===== config.mk =====
export PLATFORM = sky130hd
export DESIGN_NAME = pattern_gen_flat
export DESIGN_NICKNAME = d
export VERILOG_FILES = /design/src/rtl/pattern_gen_if.sv /design/src/rtl/pattern_gen.sv /design/src/flat_wrapper.sv
export SDC_FILE = /design/constraint.sdc
export NUM_CORES = 1
export LEC_CHECK = 0
export CORE_MARGIN = 2
export CORE_UTILIZATION = 30
export DETAILED_ROUTE_END_ITERATION = 10
export GPL_TIMING_DRIVEN = 0
export SYNTH_ARGS = -nofsm -noshare
export SYNTH_HDL_FRONTEND = slang
export SYNTH_SLANG_ARGS = --single-unit

===== constraint.sdc =====
create_clock -name clk_pix -period 3.9 [get_ports clk_pix]
set_input_delay 0.78 -clock clk_pix [delete_from_list [all_inputs] [get_ports clk_pix]]
set_output_delay 0.78 -clock clk_pix [all_outputs]
set_load 0.03 [all_outputs]

===== src/rtl/pattern_gen_if.sv =====
// Pixel-side bundle for the pattern generator: coordinates, sync and
// data-enable from the display timing block in, registered VGA pins out.
interface pattern_gen_if #(
    parameter int CORDW = 10,
    parameter int CHANW = 4
);
    logic [CORDW-1:0] sx;
    logic [CORDW-1:0] sy;
    logic             hsync;
    logic             vsync;
    logic             de;
    logic             frame;
    logic [2:0]       mode;
    logic             vga_hsync;
    logic             vga_vsync;
    logic [CHANW-1:0] vga_r;
    logic [CHANW-1:0] vga_g;
    logic [CHANW-1:0] vga_b;

    modport master (
        output sx, sy, hsync, vsync, de, frame, mode,
        input  vga_hsync, vga_vsync, vga_r, vga_g, vga_b
    );

    modport slave (
        input  sx, sy, hsync, vsync, de, frame, mode,
        output vga_hsync, vga_vsync, vga_r, vga_g, vga_b
    );
endinterface


===== src/rtl/pattern_gen.sv =====
// VGA test-pattern generator: square, bars, checker, scrolling gradient and
// LFSR noise. Mode, scroll offset and LFSR seed only change on the frame pulse.
module pattern_gen #(
    parameter int CORDW       = 10,
    parameter int CHANW       = 4,
    parameter int H_RES       = 640,
    parameter int V_RES       = 480,
    parameter int SQ_SHIFT    = 4,
    parameter int CHECK_SHIFT = 5,
    parameter int SCROLL_STEP = 4
) (
    input  logic          clk_pix,
    input  logic          rst_pix_n,
    pattern_gen_if.slave  vif
);

    localparam logic [CHANW-1:0] FULL      = '1;
    localparam logic [CHANW-1:0] HALF      = CHANW'(1) << (CHANW - 1);
    localparam logic [15:0]      LFSR_SEED = 16'hACE1;
    localparam logic [15:0]      LFSR_TAPS = 16'hB400;
    localparam logic [CORDW-1:0] H_LIM     = CORDW'(H_RES);
    localparam logic [CORDW-1:0] V_LIM     = CORDW'(V_RES);
    localparam int               SLW       = CORDW + SQ_SHIFT + CHANW;

    // Widening first gives zero-extension when the coordinate is narrower
    // than the requested bit slice.
    function automatic logic [CHANW-1:0] slice(input logic [CORDW-1:0] v);
        logic [SLW-1:0] ext;
        ext = SLW'(v);
        return ext[SQ_SHIFT +: CHANW];
    endfunction

    logic [2:0]       mode_q, mode_d;
    logic [CORDW-1:0] offset_q, offset_d;
    logic [15:0]      lfsr_q, lfsr_d;

    logic [CHANW-1:0] r1_q, r1_d, g1_q, g1_d, b1_q, b1_d;
    logic             de1_q, de1_d, hs1_q, hs1_d, vs1_q, vs1_d;
    logic [CHANW-1:0] r2_q, r2_d, g2_q, g2_d, b2_q, b2_d;
    logic             hs2_q, hs2_d, vs2_q, vs2_d;

    logic [6:0]       bar_ge;
    logic [2:0]       bar_idx;
    logic             in_range;
    logic [CORDW-1:0] scroll_x;

    generate
        for (genvar gi = 0; gi < 7; gi++) begin : g_bar
            localparam logic [CORDW-1:0] BAR_EDGE = CORDW'((gi + 1) * H_RES / 8);
            assign bar_ge[gi] = (vif.sx >= BAR_EDGE);
        end
    endgenerate

    // Edge comparisons are monotonic in sx, so the bar index is their count.
    always_comb begin
        bar_idx = '0;
        for (int k = 0; k < 7; k++) begin
            bar_idx = bar_idx + {2'b00, bar_ge[k]};
        end
    end

    always_comb begin
        mode_d   = mode_q;
        offset_d = offset_q;
        lfsr_d   = lfsr_q;
        if (vif.frame) begin
            mode_d   = vif.mode;
            offset_d = offset_q + CORDW'(SCROLL_STEP);
            lfsr_d   = LFSR_SEED;
        end else if (vif.de && mode_q == 3'd4) begin
            lfsr_d = {1'b0, lfsr_q[15:1]} ^ (lfsr_q[0] ? LFSR_TAPS : 16'h0000);
        end
    end

    always_comb begin
        in_range = (vif.sx < H_LIM) && (vif.sy < V_LIM);
        scroll_x = vif.sx + offset_q;
        r1_d     = '0;
        g1_d     = '0;
        b1_d     = '0;
        if (in_range) begin
            case (mode_q)
                3'd0: begin
                    r1_d = slice(vif.sx);
                    g1_d = slice(vif.sy);
                    b1_d = HALF;
                end
                3'd1: begin
                    // white, yellow, cyan, green, magenta, red, blue, black
                    r1_d = bar_idx[1] ? '0 : FULL;
                    g1_d = bar_idx[2] ? '0 : FULL;
                    b1_d = bar_idx[0] ? '0 : FULL;
                end
                3'd2: begin
                    if (vif.sx[CHECK_SHIFT] ^ vif.sy[CHECK_SHIFT]) begin
                        r1_d = FULL;
                        g1_d = FULL;
                        b1_d = FULL;
                    end
                end
                3'd3: begin
                    r1_d = slice(scroll_x);
                    g1_d = slice(vif.sy);
                    b1_d = HALF;
                end
                3'd4: begin
                    r1_d = lfsr_q[CHANW-1:0];
                    g1_d = lfsr_q[CHANW-1:0];
                    b1_d = lfsr_q[CHANW-1:0];
                end
                default: begin
                end
            endcase
        end
        de1_d = vif.de;
        hs1_d = vif.hsync;
        vs1_d = vif.vsync;
    end

    always_comb begin
        r2_d  = de1_q ? r1_q : '0;
        g2_d  = de1_q ? g1_q : '0;
        b2_d  = de1_q ? b1_q : '0;
        hs2_d = hs1_q;
        vs2_d = vs1_q;
    end

    // Sync registers reset high: deasserted for negative-polarity modes.
    always_ff @(posedge clk_pix or negedge rst_pix_n) begin
        if (!rst_pix_n) begin
            mode_q   <= '0;
            offset_q <= '0;
            lfsr_q   <= LFSR_SEED;
            r1_q     <= '0;
            g1_q     <= '0;
            b1_q     <= '0;
            de1_q    <= 1'b0;
            hs1_q    <= 1'b1;
            vs1_q    <= 1'b1;
            r2_q     <= '0;
            g2_q     <= '0;
            b2_q     <= '0;
            hs2_q    <= 1'b1;
            vs2_q    <= 1'b1;
        end else begin
            mode_q   <= mode_d;
            offset_q <= offset_d;
            lfsr_q   <= lfsr_d;
            r1_q     <= r1_d;
            g1_q     <= g1_d;
            b1_q     <= b1_d;
            de1_q    <= de1_d;
            hs1_q    <= hs1_d;
            vs1_q    <= vs1_d;
            r2_q     <= r2_d;
            g2_q     <= g2_d;
            b2_q     <= b2_d;
            hs2_q    <= hs2_d;
            vs2_q    <= vs2_d;
        end
    end

    assign vif.vga_r     = r2_q;
    assign vif.vga_g     = g2_q;
    assign vif.vga_b     = b2_q;
    assign vif.vga_hsync = hs2_q;
    assign vif.vga_vsync = vs2_q;

endmodule


===== src/flat_wrapper.sv =====
// flat-port wrapper written by rule: the top's interface ports become plain ports
module pattern_gen_flat 
#(
    parameter int CORDW       = 10,
    parameter int CHANW       = 4,
    parameter int H_RES       = 640,
    parameter int V_RES       = 480,
    parameter int SQ_SHIFT    = 4,
    parameter int CHECK_SHIFT = 5,
    parameter int SCROLL_STEP = 4
)
  (clk_pix, rst_pix_n, vif_sx, vif_sy, vif_hsync, vif_vsync, vif_de, vif_frame, vif_mode, vif_vga_hsync, vif_vga_vsync, vif_vga_r, vif_vga_g, vif_vga_b);
  pattern_gen_if #(.CORDW(CORDW), .CHANW(CHANW)) vif_i ();
  input  logic clk_pix;
  input  logic rst_pix_n;
  input wire logic [$bits(vif_i.sx)-1:0] vif_sx;
  input wire logic [$bits(vif_i.sy)-1:0] vif_sy;
  input wire logic [$bits(vif_i.hsync)-1:0] vif_hsync;
  input wire logic [$bits(vif_i.vsync)-1:0] vif_vsync;
  input wire logic [$bits(vif_i.de)-1:0] vif_de;
  input wire logic [$bits(vif_i.frame)-1:0] vif_frame;
  input wire logic [$bits(vif_i.mode)-1:0] vif_mode;
  output wire logic [$bits(vif_i.vga_hsync)-1:0] vif_vga_hsync;
  output wire logic [$bits(vif_i.vga_vsync)-1:0] vif_vga_vsync;
  output wire logic [$bits(vif_i.vga_r)-1:0] vif_vga_r;
  output wire logic [$bits(vif_i.vga_g)-1:0] vif_vga_g;
  output wire logic [$bits(vif_i.vga_b)-1:0] vif_vga_b;
  assign vif_i.sx = vif_sx;
  assign vif_i.sy = vif_sy;
  assign vif_i.hsync = vif_hsync;
  assign vif_i.vsync = vif_vsync;
  assign vif_i.de = vif_de;
  assign vif_i.frame = vif_frame;
  assign vif_i.mode = vif_mode;
  assign vif_vga_hsync = vif_i.vga_hsync;
  assign vif_vga_vsync = vif_i.vga_vsync;
  assign vif_vga_r = vif_i.vga_r;
  assign vif_vga_g = vif_i.vga_g;
  assign vif_vga_b = vif_i.vga_b;
  pattern_gen #(.CORDW(CORDW), .CHANW(CHANW), .H_RES(H_RES), .V_RES(V_RES), .SQ_SHIFT(SQ_SHIFT), .CHECK_SHIFT(CHECK_SHIFT), .SCROLL_STEP(SCROLL_STEP)) u_core (.clk_pix(clk_pix), .rst_pix_n(rst_pix_n), .vif(vif_i));
endmodule

==> metrics.md, run 1 <==
| Metric | Value |
|---|---|
| P_sw | `0.000404 W` |
| Comb power frac | `between 20 and 30%` |
| Distinct cells, synth | `39` |
| Worst Hold End | `u_core.vif.vga_hsync$_DFF_PN1_` |
| DR vias | `1795` |
| Seq cells post-synth | `54` |
| Post-Layout Cell Count | `390` |
| Hold Crit Depth | `0` |
| Via density | `4.60` |
| Status | `completed` |
| Worst VDD drop | `0.000157 V` |
| Maximum clock rate | `roughly 0.27 GHz` |
| Clock Path Buffers | `2` |
| Die Y | `~97 um` |
| Critical path, cell by cell | `clkbuf_2 > nand3b_1 > ha_4 > fa_1 > inv_2 > fa_1 > inv_1 > ha_2 > inv_2 > fa_1 > nand2b_1 > o32ai_4 > a211o_1 > o21ba_4` |
| Sequential area share after synthesis | `between 50% and 60%` |
| Clock share of power | `24.4%` |
| Final setup fails | `0` |
| GRT overflow | `0` |
| Cell Area, Synth | `2570 um^2` |
| DP Cell Count | `380` |
| WP data arrival | `approximately 3.9 ns` |
| I/O pin total | `43` |
| Worst relative slew slack | `between 70% and 80%` |
| Kind of critical path | `in -> reg` |
| Async S/R FF share, synth | `between 90% and 100%` |
| # port buffers | `34` |
| GRT Total Usage | `a little under an eighth` |
| Remaining antenna violation count | `0` |
| GP Congestion | `0.854` |
| Reg2reg end | `u_core.r1_q[1]$_DFF_PN0_` |
| Initial detailed-routing violation count | `a little over 100` |
| Share of the core filled with cells | `between 30% and 40%` |
| Area Overhead vs Synth | `24.1%` |
| Initial Utilization | `a little under a third` |
| CP Data Required Time | `between 4 and 5 ns` |
| Post-synthesis net count | `280` |
| CTS tree | `done` |
| Die width | `96.6 um` |
| Pin count of the biggest net entering global routing | `43` |
| Clock latency on the worst-skew pair | `0.30 ns` |
| Share of layout cells above drive strength 1 | `around 17%` |
| Leakage | `~1.3 nW` |
| Setup TNS | `0 ns` |
| Crit-path max FO | `10` |
| Worst-margin pin slew | `between 0.4 and 0.5 ns` |
| Top_reg_cell synth | `dfrtp_1` |
| Worst path bufs/invs | `4` |
| Hold_buf cts | `0` |
| Post-DP HPWL | `approximately 3600 um` |
| Final WL | `about 4900 um` |
| Unrepaired setup endpoints after global routing | `no` |
| Worst-case hold slack | `between 0.3 and 0.4 ns` |
| Syn Inst Count | `240` |
| Flop-to-flop setup slack | `approximately 2.0 ns` |
| Full die area | `around 9300 um^2` |
| Wire length per cell | `approximately 13 um` |
| 1st-pass router iterations | `4` |
| Critical R2R Launch | `u_core.offset_q[4]$_DFFE_PN0P_` |
| Switching Fraction | `30.3%` |
| H-tree depth | `2` |
| Vias in the first global route | `~1800` |
| CTS Sinks | `54` |
| Maxcap violations | `0` |
| Critical path capture point type | `flop` |
| First-pass GRT wire length | `8370 um` |
| Final Hold Viols | `0` |
| Core area | `roughly 8300 um^2` |
| CP Launch Type | `input port` |
| Pwr dens | `approximately 420 nW/um^2` |
| Slew Limit Fails | `0` |
| TritonCTS Buffers | `5` |
| Crit-path slowest cell | `fa_1` |
| Row cnt | `33` |
| Initial antenna violation count | `0` |
| Synth Area per Inst | `about 11 um^2` |
| Post-synth EDFFs | `0` |
| Reg2reg path depth | `5` |
| Critical path's top delay family | `adder cells` |
| # fillers | `860` |
| Path type of the worst min-delay path | `reg -> reg` |
| Peak per-stage delay on the critical path | `a little over 0.5 ns` |
| Sequential Power Share | `between 50% and 60%` |
| DRC Markers | `0` |
| Yosys warnings | `0` |
| Period utilization | `between 90 and 100%` |
| Clock-pin slew on the worst setup and hold paths | `approximately 0.090 ns` |
| Total chip power | `roughly 0.0013 W` |
| CP dominant cell by count | `fa_1` |
| ANT cells | `0` |
| Setup Skew | `0.00249 ns` |
| Nets@finish | `between 300 and 400` |
| Fin crit period | `~3.7 ns` |
| Hold Path Origin | `u_core.hs1_q$_DFF_PN1_` |
| Clock root buffer | `clkbuf_8` |
| Power Internal | `just over 0.0009 W` |
==> how the worst max path moves through the flow <==
| stage | from | to | slack (ns) | cells after the start |
|---|---|---|---|---|
| floorplan | vif_sx[5] | u_core.r1_q[2]$_DFF_PN0_ | 0.005 | 15 |
| global placement | vif_sx[5] | u_core.r1_q[2]$_DFF_PN0_ | -0.64 | 16 |
| detailed placement | vif_sx[6] | u_core.r1_q[2]$_DFF_PN0_ | -0.66 | 15 |
| CTS | vif_sx[5] | u_core.r1_q[2]$_DFF_PN0_ | 0.04 | 15 |
| global route | vif_sx[4] | u_core.r1_q[2]$_DFF_PN0_ | 0.06 | 15 |
| finish | vif_sx[7] | u_core.r1_q[2]$_DFF_PN0_ | 0.23 | 14 |
==> per-layer routing <==
layer | part of all wire (%) | GRT usage, % | up-vias
li1 | - | - | 909
met5 | 0 | 0 | -
met4 | 0.65 | 3.17 | 0
met2 | 47 | 19.8 | 40
met1 | 48 | 15.1 | 844
met3 | 4.2 | 2.79 | 2
==> synthesized netlist by cell type (all sizes together) (3+ instances only) <==
library cell	n	area share [%]
fa	3	2.3
a211o	5	1.7
a31oi	6	1.5
mux2i	4	1.6
nand2b	8	1.9
mux2	4	1.8
clkbuf	6	0.88
o21ai	7	1.4
nor2	14	2.0
a21oi	12	2.3
a211oi	3	0.88
nand3b	8	2.3
nand2	40	5.8
ha	8	3.9
and2	13	3.2
nand4	3	0.73
dfstp	12	12
xnor2	10	3.4
dfrtp	42	41
buf	6	1.5
inv	6	0.88
==> flip-flops by register name (all words and copies together), names as in the netlist <==
register	cells
u_core.lfsr_q	16
u_core.offset_q	6
u_core.b1_q	4
u_core.g1_q	4
u_core.r1_q	4
u_core.vif.vga_b	4
u_core.vif.vga_g	4
u_core.vif.vga_r	4
u_core.mode_q	3
u_core.de1_q	1
u_core.hs1_q	1
u_core.vif.vga_hsync	1
u_core.vif.vga_vsync	1
u_core.vs1_q	1
==> layout by cell type, fill, tap and decap left out, types with 8 or more instances in the layout <==
cell type	count
a21oi_1	12
and2_1	13
clkdlybuf4s50_1	28
dfrtp_1	42
dfstp_2	12
nand2_1	40
nand2b_1	8
nand3b_1	8
nor2_1	13
xnor2_1	10
==> stage by stage <==
stage | area (um^2) | setup WS (ns)
after floorplan | 2570 | 0.00521
after global placement | 3040 | -0.641
after detailed placement | 3060 | -0.664
after CTS | 3200 | 0.0374
after global routing | 3190 | 0.0586
final | 3190 | 0.233
==> layout make-up <==
cell class              instances  area (um^2)  share of cell area, %
plain buffers                  11         57.6                   1.81
inverters                       6         22.5                  0.706
well taps                     105          131                   4.12
clock buffers                   6         82.6                   2.59
multi-input cells             168         1160                   36.3
flip-flops and latches         54         1370                   42.9
clock inverters                 2         16.3                  0.510
repair buffers                 38          353                   11.1
==> cells by family after synthesis <==
group,count (synthesis),synth area share (%)
AOI/OAI and AO/OA,44,11.5
muxes,8,3.31
adders and majority gates,11,6.23
buffers and inverters,18,3.26
DFF,54,53.2
xor gates and xnor gates,12,4.09
and+or+nand+nor,93,18.5
==> power groups by stage <==
stage	Sequential, W	Combinational, W	Clock (W)
final	0.000671	0.000337	0.000326
after global routing	0.000682	0.000387	0.000357
after CTS	0.000673	0.000339	0.000342
after detailed placement	0.000684	0.000330	0
after global placement	0.000680	0.000323	0
after floorplan	0.000681	0.000227	0
==> worst reg2reg max path, delay by kind of cell (launching register included) <==
kind / cells / cell delay, ns
compound gates: 1 / 0.32
fa+ha+maj: 1 / 0.33
flops: 1 / 0.43
simple gates: 3 / 0.66
==> repair_timing <==
action	4_1_cts	5_1_grt
buffers inserted	3	0
gates resized for setup	17	15
pin swaps	7	9
setup endpoints to repair	8	4
(Power assumes the default switching activity.)
==> run 2, diff against run 1 <==
--- a/config.mk
+++ b/config.mk
@@ -5,6 +5,8 @@
 export SDC_FILE = /design/constraint.sdc
 export NUM_CORES = 1
 export LEC_CHECK = 0
+export ABC_AREA = 1
+export ABC_CLOCK_PERIOD_IN_PS = 3900
 export CORE_MARGIN = 2
 export CORE_UTILIZATION = 30
 export DETAILED_ROUTE_END_ITERATION = 10
==> run 2 against run 1 <==
Cell area is 1.7% higher. Sequential share of layout area decreased by 0.71 points. Combinational power up 12%. Total power increased by 1.2%. Highest routed layer unchanged. Clock power down 7.7%. Critical endpoint unchanged. Clock-buffer cell count unchanged. Critical path depth rose by 3. Final cell count is 16% higher.
==> metrics.md, run 2 <==
| Metric | Value |
|---|---|
| Area of the multi-input gates | `1040 um^2 (was 1160 um^2)` |
| Row cnt | `34 (was 33)` |
| Cell Area, Synth | `2650 um^2 (was 2570 um^2)` |
| DRC Markers | `0 (unchanged)` |
| Final WL | `5120 um (was 4890 um)` |
| Async S/R FF share, synth | `100% (unchanged)` |
| Critical R2R Launch | `u_core.offset_q[4]$_DFFE_PN0P_ (unchanged)` |
| Leakage | `1.67 nW (was 1.34 nW)` |
| Setup Skew | `0.00858 ns (was 0.00249 ns)` |
| Nets@finish | `383 (was 324)` |
| Clock latency on the worst-skew pair | `0.31 ns (was 0.30 ns)` |
| Worst-case hold slack | `0.360 ns (was 0.359 ns)` |
| Post-synthesis net count | `340 (was 280)` |
| # port buffers | `35 (was 34)` |
| GRT Total Usage | `11.6% (was 11.7%)` |
| Largest regs | `u_core.lfsr_q x16, u_core.offset_q x6 (unchanged)` |
| Area of placed instances | `3150 um^2 (was 3060 um^2)` |
| Share of layout cells above drive strength 1 | `13.1% (was 17.2%)` |
| Worst relative slew slack | `75.9% (was 70.4%)` |
| Share of the core filled with cells | `37.5% (was 38.6%)` |
| H-tree depth | `2 (unchanged)` |
| Initial Utilization | `30.7% (was 31.1%)` |
| Worst-margin pin slew | `0.362 ns (was 0.443 ns)` |
| I/O pin total | `43 (unchanged)` |
| Initial antenna violation count | `0 (unchanged)` |
| DR vias | `2030 (was 1795)` |
| Status | `completed (unchanged)` |
| Post-CTS Setup Repair Bufs | `0 (was 3)` |
| Hold_buf cts | `0 (unchanged)` |
| CP startpoint | `vif_sx[5] (was vif_sx[7])` |
| Initial detailed-routing violation count | `48 (was 103)` |
| Maxcap violations | `0 (unchanged)` |
| Setup TNS | `0 ns (unchanged)` |
| WP data arrival | `3.94 ns (was 3.86 ns)` |
| Cell taking the most area after synthesis | `dfrtp_1 (unchanged)` |
| CTS Sinks | `54 (unchanged)` |
| Sequential area share after synthesis | `51.6% (was 53.2%)` |
| Synth top cells by count | `nand2_1, inv_1, dfrtp_1, nor2_1, nand3_1 (was dfrtp_1, nand2_1, nor2_1, and2_1)` |
| Core area | `8640 um^2 (was 8260 um^2)` |
| Fin crit period | `3.75 ns (was 3.67 ns)` |
| Unrepaired setup endpoints after global routing | `no (unchanged)` |
| Crit-path max FO | `5 (was 10)` |
| TritonCTS Buffers | `5 (unchanged)` |
| Count leader, synth | `nand2_1 (was dfrtp_1)` |
| Post-synth EDFFs | `0 (unchanged)` |
| ANT cells | `0 (unchanged)` |
| 1st-pass router iterations | `4 (unchanged)` |
| Kind of critical path | `in -> reg (unchanged)` |
| Distinct cells, synth | `29 (was 39)` |
| Die width | `98.0 um (was 96.6 um)` |
| Seq cells post-synth | `54 (unchanged)` |
| GRT overflow | `0 (unchanged)` |
| Area Overhead vs Synth | `22.3% (was 24.1%)` |
| Synth Area per Inst | `8.83 um^2 (was 10.7 um^2)` |
| Slew Limit Fails | `0 (unchanged)` |
| Area contributors post-synth | `dfrtp_1, dfstp_2, nand2_1 (unchanged)` |
| Syn Inst Count | `300 (was 240)` |
| Remaining antenna violation count | `0 (unchanged)` |
| Worst VDD drop | `0.000157 V (about the same)` |
| CP Data Required Time | `4.09 ns (was 4.10 ns)` |
| CTS tree | `done (unchanged)` |
| Biggest register | `u_core.lfsr_q (unchanged)` |
| Pin count of the biggest net entering global routing | `43 (unchanged)` |
| Largest register FFs | `16 (unchanged)` |
| Top_reg_cell synth | `dfrtp_1 (unchanged)` |
| Synth top area share | `39.7% (was 40.9%)` |
| Most common cell after layout, fill and taps aside | `nand2_1 (was dfrtp_1)` |
| CP Launch Type | `input port (unchanged)` |
| Post-DP HPWL | `3910 um (was 3600 um)` |
| Die Y | `98.0 um (was 96.6 um)` |
| Pwr dens | `417 nW/um^2 (was 419 nW/um^2)` |
| Vias in the first global route | `2000 (was 1829)` |
| Clock-pin slew on the worst setup and hold paths | `0.08 ns (was 0.09 ns)` |
| Full die area | `9600 um^2 (was 9320 um^2)` |
| Via density | `4.49 (was 4.60)` |
| Critical path capture point type | `flop (unchanged)` |
| Final setup fails | `0 (unchanged)` |
| Wire length per cell | `11.3 um (was 12.5 um)` |
| Clock Path Buffers | `2 (unchanged)` |
| Design Area, Final | `3240 um^2 (was 3190 um^2)` |
| Path type of the worst min-delay path | `in -> async (was reg -> reg)` |
| Most frequent cells in the layout | `nand2_1, inv_1, dfrtp_1 (was dfrtp_1, nand2_1, clkdlybuf4s50_1)` |
| GP Congestion | `0.806 (was 0.854)` |
| First-pass GRT wire length | `9090 um (was 8370 um)` |
| FF/Latch Area | `1370 um^2 (unchanged)` |
| # fillers | `894 (was 860)` |
| Yosys warnings | `0 (unchanged)` |
| Maximum clock rate | `0.267 GHz (was 0.273 GHz)` |
| Clock root buffer | `clkbuf_8 (unchanged)` |
| Period utilization | `96.2% (was 94.0%)` |
| Final Hold Viols | `0 (unchanged)` |
-- run 2: cell count changes in the layout (fill, tap and decap cells not counted), sizes merged, moves of 6 or more --
cell,delta
a31oi,-6
and2,-13
buf,-6
clkbuf,-7
inv,+44
nand2,+38
nand2b,-8
nand3,+18
nor2,+8
o21ai,+15
-- run 2: final timing paths --
| path | cells after the start | slack, ns | to |
|---|---|---|---|
| max in group asynchronous | 2 | 2.96 | u_core.vif.vga_hsync$_DFF_PN1_ |
| hold / removal | 1 | 0.36 | u_core.vif.vga_r[2]$_DFF_PN0_ |
| min in group clk_pix | 0 | 0.36 | u_core.vif.vga_vsync$_DFF_PN1_ |
| setup reg to reg | 8 | 2.41 | u_core.r1_q[3]$_DFF_PN0_ |
| setup / recovery | 17 | 0.15 | u_core.r1_q[2]$_DFF_PN0_ |
| hold reg to reg | 0 | 0.36 | u_core.vif.vga_vsync$_DFF_PN1_ |
-- run 2: timing repair --
action                     in CTS  in global routing
resized for setup               5                  4
setup endpoints to repair       8                  8
pin swaps                       1                  1
-- run 2: power by group --
| group | internal (W) | total, W | switching [W] |
|---|---|---|---|
| logic | 0.000159 | 0.000377 | 0.000218 |
| clock network | 0.000127 | 0.000301 | 0.000174 |
| registers | 0.000626 | 0.000672 | 0.0000467 |
| total | 0.000912 | 0.00135 | 0.000439 |
-- run 2: through the flow --
| stage | cells | power (W) | worst slack [ns] |
|---|---|---|---|
| finish | 452 | 0.00135 | 0.148 |
| floorplan | 300 | 0.000945 | 0.344 |
| CTS | 452 | 0.00137 | 0.0520 |
| detailed placement | 444 | 0.00106 | -0.486 |
| global placement | 443 | 0.00105 | -0.469 |
| global route | 452 | 0.00146 | 0.00281 |
-- run 2: layer usage --
| layer | vias to the layer above | wire [um] | global-route usage [%] |
|---|---|---|---|
| li1 | 1023 | - | - |
| met1 | 942 | 2350 | 15.5 |
| met2 | 57 | 2410 | 18.9 |
| met3 | 8 | 272 | 2.08 |
| met4 | 0 | 82 | 3.85 |
| met5 | - | 0 | 0 |
-- run 2: area by class of cell --
class                      count  area share, %
clock buffer                   6           2.24
buffer                         6           1.66
clock inverter                 2          0.425
tap                          108           4.17
sequential                    54           42.1
inverter                      51           6.14
multi-input combinational    189           32.0
timing repair buffer          36           11.3
-- run 2: worst max-delay path, cell delays in order --
cell and delay, ns:
dlygate4sd2_1 0.31, inv_2 0.12, nand2_1 0.09, nand2_1 0.06, nand3_1 0.07, ha_1 0.33, fa_1 0.54, inv_1 0.05
fa_1 0.52, inv_1 0.04, ha_1 0.18, inv_1 0.06, fa_1 0.42, nand2_1 0.09, nand2_2 0.08, nor2_2 0.11
a21oi_1 0.08
-- run 2: cell families after synthesis --
group	count (synthesis)	share of synthesized area (%)
DFF	54	51.6
xor gates and xnor gates	9	2.97
AOI/OAI and AO/OA	41	9.44
and+or+nand+nor	128	20.4
adders and majority gates	11	6.04
buffers and inverters	57	9.54
